`src/rtl/pipeline_hazard_ctrl.sv`:
```
// Stall/flush sequencer for a 5-stage pipeline: load-use bubbles, redirect squash,
// and a timeout-guarded freeze while data memory is busy.
module pipeline_hazard_ctrl #(
    parameter int REG_INDEX_BIT_WIDTH = 4,
    parameter int LOAD_STALL_CYCLES   = 1,
    parameter int MEM_TIMEOUT         = 15
) (
    input  logic                           clk,
    input  logic                           reset,
    input  logic [REG_INDEX_BIT_WIDTH-1:0] ID_rs1,
    input  logic [REG_INDEX_BIT_WIDTH-1:0] ID_rs2,
    input  logic                           ID_useRs1,
    input  logic                           ID_useRs2,
    input  logic [REG_INDEX_BIT_WIDTH-1:0] EX_rd,
    input  logic                           EX_wrReg,
    input  logic                           EX_isLoad,
    input  logic                           redirect,
    input  logic                           mem_req,
    input  logic                           mem_ready,
    output logic                           pc_wrt_en,
    output logic                           IF_wrt_en,
    output logic                           ID_wrt_en,
    output logic                           EX_wrt_en,
    output logic                           flush_if_id,
    output logic                           bubble_ex,
    output logic                           mem_timeout,
    output logic [15:0]                    stall_cycles
);

    typedef enum logic [1:0] {RUN, LOAD_STALL, MEM_WAIT, FLUSH} state_t;

    localparam logic [7:0] LS_LAST = 8'(LOAD_STALL_CYCLES - 1);
    localparam logic [7:0] MT_LAST = 8'(MEM_TIMEOUT);

    state_t     state_reg, state_next;
    logic [7:0] cnt_reg, cnt_next;
    logic       hazard, memwait;

    assign memwait = mem_req & ~mem_ready;
    assign hazard  = EX_isLoad & EX_wrReg & (EX_rd != '0) &
                     ((ID_useRs1 & (ID_rs1 == EX_rd)) | (ID_useRs2 & (ID_rs2 == EX_rd)));

    always_comb begin
        state_next  = state_reg;
        cnt_next    = cnt_reg;
        pc_wrt_en   = 1'b1;
        IF_wrt_en   = 1'b1;
        ID_wrt_en   = 1'b1;
        EX_wrt_en   = 1'b1;
        flush_if_id = 1'b0;
        bubble_ex   = 1'b0;
        mem_timeout = 1'b0;
        case (state_reg)
            RUN, LOAD_STALL: begin
                if (memwait) begin
                    {pc_wrt_en, IF_wrt_en, ID_wrt_en, EX_wrt_en} = 4'b0000;
                    state_next = MEM_WAIT;
                    cnt_next   = 8'd1;
                end else if (redirect) begin
                    flush_if_id = 1'b1;
                    bubble_ex   = 1'b1;
                    state_next  = FLUSH;
                    cnt_next    = 8'd0;
                end else if (state_reg == LOAD_STALL || hazard) begin
                    pc_wrt_en = 1'b0;
                    IF_wrt_en = 1'b0;
                    bubble_ex = 1'b1;
                    if (state_reg == RUN) begin
                        if (LOAD_STALL_CYCLES > 1) begin
                            state_next = LOAD_STALL;
                            cnt_next   = 8'd1;
                        end
                    end else if (cnt_reg == LS_LAST) begin
                        state_next = RUN;
                        cnt_next   = 8'd0;
                    end else begin
                        cnt_next = cnt_reg + 8'd1;
                    end
                end
            end
            MEM_WAIT: begin
                if (mem_ready) begin
                    state_next = RUN;
                    cnt_next   = 8'd0;
                end else if (cnt_reg == MT_LAST) begin
                    // Forced exit: release the pipeline even though memory never answered.
                    mem_timeout = 1'b1;
                    state_next  = RUN;
                    cnt_next    = 8'd0;
                end else begin
                    {pc_wrt_en, IF_wrt_en, ID_wrt_en, EX_wrt_en} = 4'b0000;
                    cnt_next = cnt_reg + 8'd1;
                end
            end
            FLUSH: begin
                flush_if_id = 1'b1;
                if (memwait) begin
                    {pc_wrt_en, IF_wrt_en, ID_wrt_en, EX_wrt_en} = 4'b0000;
                end else begin
                    state_next = RUN;
                end
            end
            default: begin
                state_next = RUN;
                cnt_next   = 8'd0;
            end
        endcase
        // Reset overrides inputs so the pipeline runs freely while held in reset.
        if (reset) begin
            {pc_wrt_en, IF_wrt_en, ID_wrt_en, EX_wrt_en} = 4'b1111;
            flush_if_id = 1'b0;
            bubble_ex   = 1'b0;
            mem_timeout = 1'b0;
        end
    end

    always_ff @(posedge clk or posedge reset) begin
        if (reset) begin
            state_reg    <= RUN;
            cnt_reg      <= 8'd0;
            stall_cycles <= 16'd0;
        end else begin
            state_reg <= state_next;
            cnt_reg   <= cnt_next;
            if (!pc_wrt_en && stall_cycles != 16'hFFFF) begin
                stall_cycles <= stall_cycles + 16'd1;
            end
        end
    end

endmodule

```
`config.mk`:
```
export PLATFORM = sky130hd
export DESIGN_NAME = pipeline_hazard_ctrl
export DESIGN_NICKNAME = d
export VERILOG_FILES = /design/src/rtl/pipeline_hazard_ctrl.sv
export SDC_FILE = /design/constraint.sdc
export NUM_CORES = 1
export LEC_CHECK = 0
export ABC_AREA = 1
export CORE_MARGIN = 2
export CORE_UTILIZATION = 54
export CTS_BUF_LIST = sky130_fd_sc_hd__clkbuf_4 sky130_fd_sc_hd__clkbuf_8 sky130_fd_sc_hd__clkbuf_16
export DETAILED_ROUTE_END_ITERATION = 6
export PLACE_DENSITY_LB_ADDON = 0.3
export RECOVER_POWER = 100
export SYNTH_ARGS = -nofsm -noshare
export SYNTH_HDL_FRONTEND = slang
export SYNTH_SLANG_ARGS = --single-unit
```
`constraint.sdc`:
```
create_clock -name clk -period 4.2 [get_ports clk]
set_clock_uncertainty 0.1 [all_clocks]
set_input_delay 0.42 -clock clk [delete_from_list [all_inputs] [get_ports clk]]
set_output_delay 0.42 -clock clk [all_outputs]
set_load 0.005 [all_outputs]
```
==> metrics.cfg <==
[pwr]
total_power_w=0.000885
p_clk_share_pct=15.2
netSwitchingFraction_pct=42.9
combPwrFrac_pct=46.9
powerDensity_nw_per_um2=369
p_leak_nw=1.29
power.internal_w=0.000505
p_sw_w=0.000380
vdd_drop_max_mv=0.154
p_seq_share_pct=37.9

[critical_path]
worst-path-buf-inv=4
end_kind=output port
criticalPathCategory=primary input to output port
crit_arrival_ns=2.69
cp_data_required_time_ns=3.68
crit_family=buffers and inverters
slowest_stage=dlygate4sd3_1
critical_path.max_fanout=18
critPathLaunchType=primary input
path_cells=dlygate4sd3_1, inv_1, nand2_1, inv_1, nor2_1, nand3_2, nand2_1, dlygate4sd3_1
crit_path_max_incr_delay_ns=0.58

[clocking]
clk_pin_slew_ns=0.14
clock_sinks=26
postCtsSetupBuffers=0
cts_tree=built
htree_num_levels=1
clock-root-buffer=clkbuf_4
clock_latency_ns=0.34
ctsHoldBuffers=0
cts_buffer_depth=2
cts_made_buffers=3
ctsResizeCount=0

[detailed_routing]
met3_length_um=210
drt_iter0_markers=163
wirelength_um=4230
drtAntennaViolNets=0
route.vias.total=1950
vias_per_cell=5.20
drc=0
wl_met1_um=2040
avgRoutedWirePerCell_um=11.3
first_pass_iters=4
wl_met2_um=1940
highest_layer=met4

[sta]
max_slew_margin_pct=59.0
tightest_slew_ns=0.613
hold_viol=0
grt_setup_unrepaired=no
fmax_ghz=0.312
period_share_pct=76.4
setup_tns_ns=0
maxSlewViolCount=0
period_needed_ns=3.21
layout_setup_ws_ns=0.991
final-setup-viol-count=0

[floorplanning]
core-area_um2=3390
die_area_um2=4080
die_x_um=63.9
io_pins=44
rows=21
start_util_pct=57.2
die_height_um=63.9

[final_layout]
layout_common_cells=103 x nand2_1, 32 x nor2_1, 31 x inv_1
syn_to_final_growth_pct=23.8
fin_nets=354
drive_above_1_share_pct=4.26
final_area_um2=2400
n_antenna_cell=0
largest_reg_flops=16
layout_commonest_cell=nand2_1

[place]
hpwl_um=3250
placed_area_um2=2380
io_buffers=43
gp_congestion=0.839
dp_slack_ns=1.33

[grt]
grt_pass1_vias=1780
grt_max_degree=29
antenna_found_initial=0
grt_pass1_wl_um=7710
track_usage_pct=23.2
grt_overflow=0

[synthesis]
syn_area_um2=1940
synth_cell_types=29
synth_top_area_cell=dfrtp_1
ys_warn_count=0
synth_area_leaders=dfrtp_1 34%, nand2_1 20%, nand3_1 6.7%
seq_area_frac_synth_pct=33.6
syn_nets=312
synth_cells=288
syn_avg_cell_area_um2=6.73
synth_seq_cells=26
yosysTopAreaCellShare_pct=33.6

[min_path]
hold_class=register to register

[status]
status=finished, final reports clean

[run]
max_cap_violations=0

-- stage by stage --
step / instances / util, % / hold slack, ns
after floorplan: 288 / - / 0.377
after global placement: 371 / 70.4 / 0.413
after detailed placement: 371 / 70.4 / 0.413
after CTS: 375 / 71.4 / 0.434
after global routing: 375 / 70.8 / 0.501
final: 375 / 70.8 / 0.443
-- final timing paths --
path | start | endpoint | slack [ns] | cells past startpoint
min in group asynchronous | reset | stall_cycles[7] | 0.53 | 3
hold reg to reg | state_reg[0] | state_reg[0] | 0.44 | 2
max in group asynchronous | reset | stall_cycles[5] | 3.20 | 3
hold / removal | state_reg[0] | state_reg[0] | 0.44 | 2
setup reg to reg | cnt_reg[0] | stall_cycles[7] | 1.74 | 11
setup / recovery | mem_ready | pc_wrt_en | 0.99 | 8
-- per-layer routing --
metal / up-vias / track usage (%)
met5: - / 0
met4: 0 / 8.70
met3: 4 / 3.70
met2: 57 / 38.2
met1: 887 / 30.6
li1: 1002 / -
-- logic make-up after synthesis --
group | synth area share [%]
AOI/OAI and AO/OA | 3.16
xor gates and xnor gates | 6.78
adders and majority gates | 1.94
buffers and inverters | 9.30
DFF | 33.6
and+or+nand+nor | 45.3
-- synthesized netlist by cell type, drive strengths merged --
| master | number |
|---|---|
| nand2 | 105 |
| inv | 35 |
| nor2 | 32 |
| nand3 | 28 |
| dfrtp | 26 |
| nand4 | 18 |
| xnor2 | 9 |
| buf | 7 |
| o21ai | 6 |
| xor2 | 6 |
| ha | 3 |
| nor3 | 3 |
| a21oi | 2 |
| nand3b | 2 |
| nor4 | 2 |
| a21boi | 1 |
| a31oi | 1 |
| nor3b | 1 |
| o21a | 1 |
-- power by group through the flow --
stage	Combinational, W	Clock [W]	Sequential [W]
detailed placement	0.000440	0	0.000344
global route	0.000470	0.000141	0.000344
floorplan	0.000314	0	0.000337
finish	0.000415	0.000134	0.000335
global placement	0.000432	0	0.000343
CTS	0.000442	0.000134	0.000339
-- worst reg2reg max path: cells and delay by family, from the launching register on --
family,cells,cell delay (ns)
fa+ha+maj,1,0.24
buf+inv,1,0.06
flops,1,0.44
simple gates,9,1.56
-- area by class of cell --
class                      instances  area (um^2)
fill                             298          991
sequential                        26          651
multi-input combinational        220         1080
clock buffer                       4         36.3
inverter                          35          131
tap                               46         57.6
timing repair buffer              44          438
Note: power is estimated with default switching activity, not from simulation.
